### src/rtl/axi_stream_skid_buffer_if.sv
// AXI4-Stream bundle used on both sides of the skid buffer.
// master drives valid and payload; slave drives ready.
interface axi_stream_skid_buffer_if #(
  parameter int byte_width = 4,
  parameter int id_width   = 1,
  parameter int dest_width = 1,
  parameter int user_width = 1
);
  logic                    tvalid;
  logic                    tready;
  logic [8*byte_width-1:0] tdata;
  logic [byte_width-1:0]   tstrb;
  logic [byte_width-1:0]   tkeep;
  logic                    tlast;
  logic [id_width-1:0]     tid;
  logic [dest_width-1:0]   tdest;
  logic [user_width-1:0]   tuser;

  modport master (
    output tvalid, tdata, tstrb, tkeep, tlast, tid, tdest, tuser,
    input  tready
  );

  modport slave (
    input  tvalid, tdata, tstrb, tkeep, tlast, tid, tdest, tuser,
    output tready
  );
endinterface

### src/rtl/axi_stream_skid_buffer.sv
// Two-entry AXI4-Stream register slice: every output, including s.tready,
// comes straight from a flop, so neither the ready nor the payload path is combinational.
module axi_stream_skid_buffer #(
  parameter int byte_width = 4,
  parameter int id_width   = 1,
  parameter int dest_width = 1,
  parameter int user_width = 1
) (
  input  logic                            clk,
  input  logic                            resetn,
  axi_stream_skid_buffer_if.slave         s,
  axi_stream_skid_buffer_if.master        m,
  output logic [1:0]                      occupancy
);
  localparam int payload_width = 8*byte_width + 2*byte_width + 1
                               + id_width + dest_width + user_width;

  logic [payload_width-1:0] s_payload;
  logic [payload_width-1:0] out_payload_reg;
  logic [payload_width-1:0] skid_payload_reg;
  logic                     out_valid_reg;
  logic                     skid_valid_reg;
  logic                     s_ready_reg;
  logic                     skid_valid_next;
  logic                     accept;
  logic                     out_free;

  assign s_payload = {s.tdata, s.tstrb, s.tkeep, s.tlast, s.tid, s.tdest, s.tuser};

  assign accept   = s.tvalid && s_ready_reg;
  assign out_free = !out_valid_reg || m.tready;

  // SKID can only fill while OUT is stalled; whenever OUT frees it takes the SKID beat first.
  assign skid_valid_next = !out_free && (skid_valid_reg || accept);

  always_ff @(posedge clk or negedge resetn) begin
    if (!resetn) begin
      out_valid_reg    <= 1'b0;
      skid_valid_reg   <= 1'b0;
      s_ready_reg      <= 1'b0;
      out_payload_reg  <= '0;
      skid_payload_reg <= '0;
    end else begin
      if (out_free) begin
        if (skid_valid_reg) begin
          out_payload_reg <= skid_payload_reg;
        end else if (accept) begin
          out_payload_reg <= s_payload;
        end
        out_valid_reg <= skid_valid_reg || accept;
      end else if (accept) begin
        skid_payload_reg <= s_payload;
      end
      skid_valid_reg <= skid_valid_next;
      s_ready_reg    <= !skid_valid_next;
    end
  end

  assign s.tready = s_ready_reg;
  assign m.tvalid = out_valid_reg;
  assign {m.tdata, m.tstrb, m.tkeep, m.tlast, m.tid, m.tdest, m.tuser} = out_payload_reg;

  assign occupancy = {1'b0, out_valid_reg} + {1'b0, skid_valid_reg};
endmodule

### src/flat_wrapper.sv
// flat-port wrapper written by rule: the top's interface ports become plain ports
module axi_stream_skid_buffer_flat 
#(
  parameter int byte_width = 4,
  parameter int id_width   = 1,
  parameter int dest_width = 1,
  parameter int user_width = 1
)
  (clk, resetn, occupancy, s_tvalid, s_tdata, s_tstrb, s_tkeep, s_tlast, s_tid, s_tdest, s_tuser, s_tready, m_tvalid, m_tdata, m_tstrb, m_tkeep, m_tlast, m_tid, m_tdest, m_tuser, m_tready);
  axi_stream_skid_buffer_if #(.byte_width(byte_width), .id_width(id_width), .dest_width(dest_width), .user_width(user_width)) s_i ();
  axi_stream_skid_buffer_if #(.byte_width(byte_width), .id_width(id_width), .dest_width(dest_width), .user_width(user_width)) m_i ();
  input  logic clk;
  input  logic resetn;
  output logic [1:0] occupancy;
  input wire logic [$bits(s_i.tvalid)-1:0] s_tvalid;
  input wire logic [$bits(s_i.tdata)-1:0] s_tdata;
  input wire logic [$bits(s_i.tstrb)-1:0] s_tstrb;
  input wire logic [$bits(s_i.tkeep)-1:0] s_tkeep;
  input wire logic [$bits(s_i.tlast)-1:0] s_tlast;
  input wire logic [$bits(s_i.tid)-1:0] s_tid;
  input wire logic [$bits(s_i.tdest)-1:0] s_tdest;
  input wire logic [$bits(s_i.tuser)-1:0] s_tuser;
  output wire logic [$bits(s_i.tready)-1:0] s_tready;
  output wire logic [$bits(m_i.tvalid)-1:0] m_tvalid;
  output wire logic [$bits(m_i.tdata)-1:0] m_tdata;
  output wire logic [$bits(m_i.tstrb)-1:0] m_tstrb;
  output wire logic [$bits(m_i.tkeep)-1:0] m_tkeep;
  output wire logic [$bits(m_i.tlast)-1:0] m_tlast;
  output wire logic [$bits(m_i.tid)-1:0] m_tid;
  output wire logic [$bits(m_i.tdest)-1:0] m_tdest;
  output wire logic [$bits(m_i.tuser)-1:0] m_tuser;
  input wire logic [$bits(m_i.tready)-1:0] m_tready;
  assign s_i.tvalid = s_tvalid;
  assign s_i.tdata = s_tdata;
  assign s_i.tstrb = s_tstrb;
  assign s_i.tkeep = s_tkeep;
  assign s_i.tlast = s_tlast;
  assign s_i.tid = s_tid;
  assign s_i.tdest = s_tdest;
  assign s_i.tuser = s_tuser;
  assign s_tready = s_i.tready;
  assign m_tvalid = m_i.tvalid;
  assign m_tdata = m_i.tdata;
  assign m_tstrb = m_i.tstrb;
  assign m_tkeep = m_i.tkeep;
  assign m_tlast = m_i.tlast;
  assign m_tid = m_i.tid;
  assign m_tdest = m_i.tdest;
  assign m_tuser = m_i.tuser;
  assign m_i.tready = m_tready;
  axi_stream_skid_buffer #(.byte_width(byte_width), .id_width(id_width), .dest_width(dest_width), .user_width(user_width)) u_core (.clk(clk), .resetn(resetn), .s(s_i), .m(m_i), .occupancy(occupancy));
endmodule
### config.mk
export PLATFORM = sky130hd
export DESIGN_NAME = axi_stream_skid_buffer_flat
export DESIGN_NICKNAME = d
export VERILOG_FILES = /design/src/rtl/axi_stream_skid_buffer_if.sv /design/src/rtl/axi_stream_skid_buffer.sv /design/src/flat_wrapper.sv
export SDC_FILE = /design/constraint.sdc
export NUM_CORES = 1
export LEC_CHECK = 0
export CORE_MARGIN = 2
export CORE_UTILIZATION = 40
export CTS_CLUSTER_DIAMETER = 200
export DETAILED_ROUTE_END_ITERATION = 7
export DONT_BUFFER_PORTS = 1
export GPL_TIMING_DRIVEN = 0
export PLACE_DENSITY = 0.55
export RECOVER_POWER = 50
export SLEW_MARGIN = 20
export SYNTH_ARGS = -nofsm -noshare
export SYNTH_HDL_FRONTEND = slang
export SYNTH_SLANG_ARGS = --single-unit
### constraint.sdc
create_clock -name clk -period 3.6 [get_ports clk]
set_clock_uncertainty 0.05 [all_clocks]
set_input_delay 0.18 -clock clk [delete_from_list [all_inputs] [get_ports clk]]
set_output_delay 0.18 -clock clk [all_outputs]
set_load 0.05 [all_outputs]
# [Word level (Yosys, flattened, before mapping)]
# Cells that the tools add are included.
[classes] n_addsub=1 n_mul=0 div_mod_pow=0 magnitude_cmp=0 eq_ne=0 shift=0 n_mux=2 bitwise=1 n_reduce_logical=10
[op_table] operator="$mux W44" n=2
[op_table] operator="$reduce_and A2 Y1" n=2
[op_table] operator="$logic_not A1 Y1" n=3
[op_table] operator="$add A1 B1 Y2" n=1
[op_table] operator="$logic_and A1 B1 Y1" n=2
[op_table] operator="$logic_or A1 B1 Y1" n=2
[op_table] operator="$reduce_bool A2 Y1" n=1
[op_table] operator="$not A1 Y1" n=1
[word_totals] register_bits=91 latchBits=0 ramBits=0 rom_bits=0 inputBits=48 output_inout_bits=48 wordCells=19 n_memories=0

# [Depth between registers and ports, before layout]
# Gate-level depths: netlist of run 1.
[logic_depth] ltp_word=5 mapped_depth=5

# [Worst setup path after synthesis of run 1]
# OpenSTA, ideal clock, no wires.
[synth_timing] path_type="register to register" startpoint="register u_core.out_valid_reg, in the netlist u_core.m.tvalid" endpoint="register u_core.skid_payload_reg[0]" setup_ns=0.125 arrival_time_ns=1.630 required_time_ns=3.425 slack_ns=1.795 path_stages_with_launch=5 path_buffers=1 cell_sequence="dfrtp_1 > nor2b_4 > nand3_4 > buf_6 > mux2_4"
[synth_via] elab_chain_cells=4
[synth_lines] element="start, declared" line_no="axi_stream_skid_buffer.sv:21" rtl="logic out_valid_reg;"
[synth_lines] element="start signal, assigned" line_no="axi_stream_skid_buffer.sv:50" rtl="out_valid_reg <= skid_valid_reg || accept;"
[synth_lines] element="$logic_not A1 Y1" line_no="axi_stream_skid_buffer.sv:31" rtl="assign out_free = !out_valid_reg || m.tready;"
[synth_lines] element="$logic_or A1 B1 Y1" line_no="axi_stream_skid_buffer.sv:31"
[synth_lines] element="$not A1 Y1 (no line)"
[synth_lines] element="$reduce_and A2 Y1 (no line)"
[synth_lines] element="end signal, assigned" line_no="axi_stream_skid_buffer.sv:52" rtl="skid_payload_reg <= s_payload;"
[synth_lines] element="end, declared" line_no="axi_stream_skid_buffer.sv:20" rtl="logic [payload_width-1:0] skid_payload_reg;"
# Every way passes these cells.
# A chain may end at the register's enable or synchronous reset.

# [Worst setup path in the final report of run 1]
[layout_timing] startpoint="register u_core.out_valid_reg, in the netlist u_core.m.tvalid" endpoint="register u_core.skid_payload_reg[39]"
# The elaborated chain is that of the path after synthesis.

==> run metrics, run 1 <==
status complete, no violations; critical path type reg2reg; CP delay by family, top flip-flops; Power Total between 3 and 4 mW; TritonCTS Sinks slightly above 90; Synth cell types 14; vias in the first global route 2600; post-DP HPWL roughly 5000 µm; post-synth top area share between 50% and 60%; Ports 96; area of the multi-input gates ~1700 µm²; Final Critical Period around 2.0 ns; routability congestion estimate just under 0.7; Hold-fix buffers, CTS 49; Post-synth EDFFs 0; CP bufs+invs 1; initial antenna violation count 0; Global Route Usage Sum between 10% and 20%; Hold Path Sink u_core.out_payload_reg[7]; post-synth net total between 200 and 300; Area contributors post-synth dfrtp_1 55%, mux2_2 25%, mux2_4 14%, buf_6 2.4%, buf_4 0.72%; fin cells about 450; largest net degree at the start of global routing slightly above 90; pre-CTS WS 1.62 ns; Core ar. 10200 µm²; port buffer count 0; Arrival @ worst endpoint 2.14 ns; Die X roughly 110 µm; power per cell area between 700 and 800 nW/µm²; Critical Path RT ~3.8 ns; Post-CTS Setup Inserts 0; Starting Density 40.7%; Warnings, synthesis 0; TritonCTS buffer count 9; Hold Startpoint s_tkeep[3]; Synth Register Bits 91; Crit Reg-Reg Endpoint u_core.skid_payload_reg[39]; ys flop type dfrtp_1; crit path max-delay cell type dfrtp_1; worst skew pair latency between 0.3 and 0.4 ns; Register Area 2280 µm²; Worst Hold Depth 2; post-route ant nets 0; final core utilization 49.4%; slew margin rel. 56.9%; Worst Setup Start Kind flop; GRT overflow 0; NumNets Final between 300 and 400; vias approximately 2200; post-synth top area cell dfrtp_1; Mapped Avg Cell Area 16.9 µm²; share of cells above drive strength 1 52.8%; antenna cells 0; cell with the most instances after synthesis mux2_2; CTS tree yes; initial drt markers 32; Lkg Pwr roughly 2.2 nW; Routed wire per std cell about 18 µm; CP endpoint kind flop; die area approximately 11000 µm²; post-route setup slack 1.63 ns; CTS Buffer Depth 2; DRT Wirelength 8060 µm; setup TNS 0 ns; R2R cell count 4; Post-synth top cells 92 x mux2_2, 91 x dfrtp_1, 40 x mux2_4; slew of the pin with the lowest slew margin about 0.65 ns; Vias/cell 4.93; Cells after Synth ~250; Root Buffer clkbuf_8; Fin. Hold Viols 0; Netlist Area Pre-Place approximately 4100 µm²; wire length of the first global-routing pass around 13000 µm; H-Tree Depth 3; critical-path maximum fanout 10; RR Startpoint u_core.m.tvalid; Core Rows 37; post_cts resized 0; final slew viol count 0; DRC viols 0; VDD IR max 0.000355 V; setup slack, reg-to-reg 1.63 ns; Final period util 54.6%; Clk pin slew, worst setup/hold paths 0.10 ns; Hold Crit Class in2reg; sequential fraction of the synthesis area 54.9%; Placed Cells ~380; max-cap violations 0; Die H about 110 µm; highest cell delay on the worst timing path ~0.7 ns; RSZ-0062 raised after global routing no; synthesis-to-layout area growth 21.4%; FFs w/ async S/R, synth 100%; Pre-Repair DR Iteration Count 4; filler instances 900; CP cell instances nor2b_4, nand3_4, buf_6, mux2_4; Fmax achieved between 0.5 and 0.6 GHz; setup violators final 0
[stage by stage]
step	hold slack, ns	area (µm²)
floorplan	-0.166	4150
global placement	-0.163	4320
detailed placement	-0.163	4320
CTS	0.0261	5030
global route	0.0314	5030
finish	0.0476	5030
[layout by cell type, fill, tap and decap left out, types with 2 or more instances in the layout]
master,synthesis,routed
buf_4,4,4
mux2_2,92,92
dfrtp_1,91,91
clkbuf_8,0,9
dlygate4sd3_1,0,48
buf_6,9,9
bufinv_16,0,2
clkbuf_1,0,2
mux2_4,40,40
[per-layer routing]
metal / vias up / track usage, % / wire length [µm]
met5: - / 0 / 0
met4: 0 / 5.55 / 119
met3: 10 / 4.27 / 495
met2: 58 / 24.1 / 3820
met1: 1136 / 20.4 / 3620
li1: 988 / - / -
[area by class of cell]
cell class                      instances  area share, %
Sequential cell                        91           45.3
Multi-Input combinational cell        140           34.5
Timing Repair Buffer                   49           10.1
Tap cell                              136           3.38
Clock buffer                           11           2.61
Buffer                                 13           2.61
Clock inverter                          4           1.52
Inverter                                1         0.0746
[how the worst max path moves through the flow]
stage | startpoint | to | slack [ns] | depth (start not counted)
finish | u_core.m.tvalid | u_core.skid_payload_reg[39] | 1.63 | 4
global route | u_core.m.tvalid | u_core.skid_payload_reg[39] | 1.56 | 4
CTS | u_core.m.tvalid | u_core.skid_payload_reg[39] | 1.61 | 4
detailed placement | u_core.m.tvalid | u_core.skid_payload_reg[39] | 1.62 | 4
global placement | u_core.m.tvalid | u_core.skid_payload_reg[12] | 1.62 | 4
floorplan | u_core.m.tvalid | u_core.skid_payload_reg[0] | 1.79 | 4
[power breakdown]
group / switching (mW) / internal (mW) / leakage (nW)
Sequential: 0.792 / 1.32 / 1.07
Clock: 0.349 / 0.390 / 0.0996
Combinational: 0.215 / 0.463 / 1.06
Total: 1.36 / 2.17 / 2.23
[kinds of logic after synthesis]
family | share of synthesized area, %
adder cells (fa/ha/maj) | 0.302
AO/OA/AOI/OAI | 0.392
AND/OR/NAND/NOR | 1.66
buffers and inverters | 3.26
flip-flops | 54.9
multiplexers | 39.5
(Power assumes the default switching activity.)
==> run 2: changes to the inputs <==
Settings changed: ABC_AREA set to 1.
Clock period 3.6 ns to 1.96 ns, I/O delays scaled along.
==> run metrics, run 2 <==
sequential fraction of the synthesis area a little over half; largest net degree at the start of global routing 92; Register Area 2280 µm²; Pre-Repair DR Iteration Count 4; CP endpoint kind primary output; final core utilization between 40% and 50%; Core Rows 37; CTS Buffer Depth 2; Mapped Avg Cell Area ~7.9 µm²; Root Buffer clkbuf_8; post-synth net total between 500 and 600; Post-synth EDFFs 0; critical path type reg2out; RR Startpoint u_core.m.tvalid; Arrival @ worst endpoint about 1.7 ns; TritonCTS Sinks 91; filler instances around 990; die area 11300 µm²; Fmax achieved 0.530 GHz; post-synth top area share roughly 54%; post_cts resized 0; post-synth top area cell dfrtp_1; Area contributors post-synth dfrtp_1 54%, nand2_1 32%, nand3_1 5.3%, buf_6 2.2%, buf_4 1.6%; failing checks hold timing; GRT overflow 0; synthesis-to-layout area growth 19.8%; area of the multi-input gates 1660 µm²; setup TNS 0 ns; Ports 96; post-DP HPWL 6610 µm; Worst Setup Start Kind flop; setup violators final 0; final slew viol count 0; Clk pin slew, worst setup/hold paths 0.09 ns; critical-path maximum fanout 4; worst hold slack -0.627 ns; Cells after Synth about 530; Post-CTS Setup Inserts 0; Core ar. 10200 µm²; Global Route Usage Sum just under 20%; VDD IR max between 0.0005 and 0.0006 V; Synth Register Bits between 90 and 100; NumNets Final 634; most frequent cells in the layout 353 x nand2_1, 91 x dfrtp_1, 45 x dlygate4sd3_1, 44 x nand3_1, 12 x clkbuf_8; TritonCTS buffer count 9; commonest non-fill, non-tap cell in the layout nand2_1; vias in the first global route 3420; Hold Crit Class in2async; DRC viols 0; worst skew pair latency 0.35 ns; WL met2 a little under 5000 µm; port buffer count 0; slew of the pin with the lowest slew margin about 0.66 ns; Critical Path RT ~1.8 ns; vias between 3000 and 4000; CP bufs+invs 0; Fin. Hold Viols 91; Routed wire per std cell roughly 14 µm; Post-synth top cells 353 x nand2_1, 91 x dfrtp_1, 44 x nand3_1; power per cell area roughly 1300 nW/µm²; cell with the most instances after synthesis nand2_1; CTS tree yes; Final Critical Period around 1.9 ns; status complete, but fails checks; crit path max-delay cell type dfrtp_1; ys flop type dfrtp_1; CP cell instances ha_1; Warnings, synthesis 0; share of cells above drive strength 1 under 10%; routability congestion estimate 0.769; initial drt markers ~210; max-cap violations 0; crit path from u_core.m.tvalid; Synth cell types 16; Die H approximately 110 µm; WL met1 between 4000 and 5000 µm; CP delay by family, top flip-flops; RSZ-0062 raised after global routing no; top routing layer used met4; DRT Wirelength 10400 µm; Starting Density between 40 and 50%; Hold-fix buffers, CTS 45; wire length on met3 approximately 540 µm; antenna cells 0; Vias/cell roughly 4.7; highest cell delay on the worst timing path approximately 0.77 ns; wire length of the first global-routing pass around 17000 µm; post-route ant nets 0; FFs w/ async S/R, synth 100%; Final period util between 90% and 100%; Netlist Area Pre-Place around 4200 µm²; Die X between 100 and 150 µm; initial antenna violation count 0; Lkg Pwr roughly 2.7 nW; H-Tree Depth 3; slew margin rel. between 50% and 60%
[run 2: final timing paths]
check	endpoint	slack, ns	depth (start not counted)
setup / recovery	occupancy[1]	0.07	1
hold / removal	u_core.out_payload_reg[6]	-0.63	0
setup reg to reg	u_core.skid_payload_reg[41]	0.25	4
hold reg to reg	u_core.skid_payload_reg[32]	0.42	2
max in group asynchronous	u_core.skid_payload_reg[14]	2.32	0
min in group clk	u_core.skid_payload_reg[25]	0.02	3
[run 2: through the flow]
stage / setup WS, ns / area [µm²] / total power, mW / std cells / hold WS [ns]
floorplan: 0.480 / 4180 / 4.62 / 529 / -0.248
global placement: 0.250 / 4350 / 4.88 / 665 / -0.245
detailed placement: 0.222 / 4350 / 4.93 / 665 / -0.245
CTS: 0.0372 / 5010 / 6.39 / 726 / -0.646
global route: 0.0197 / 5010 / 6.71 / 726 / -0.647
finish: 0.0716 / 5010 / 6.32 / 726 / -0.627
[run 2: cell type report]
| type | instances | share of cell area, % |
|---|---|---|
| inverter | 3 | 0.325 |
| buffer | 30 | 4.55 |
| timing repair buffer | 45 | 8.99 |
| sequential | 91 | 45.5 |
| clock inverter | 1 | 0.599 |
| tap | 136 | 3.40 |
| clock buffer | 15 | 3.52 |
| multi-input combinational | 405 | 33.2 |
[run 2: metal layers]
metal  track usage [%]  vias to the layer above
met1              27.6                     1620
li1                  -                     1730
met2              29.9                       84
met3              4.54                       12
met4              8.27                        0
met5                 0                        -
[run 2: report_power, final]
part	total [mW]	internal, mW	switching, mW
sequential	3.78	2.43	1.36
clock	1.36	0.698	0.661
combinational	1.17	0.476	0.696
[run 2: cell families after synthesis]
logic type / synth area share, %
AO/OA/AOI/OAI: 0.209
adder cells (fa/ha/maj): 0.299
buffers and inverters: 5.83
flip-flops: 54.4
AND/OR/NAND/NOR: 39.2
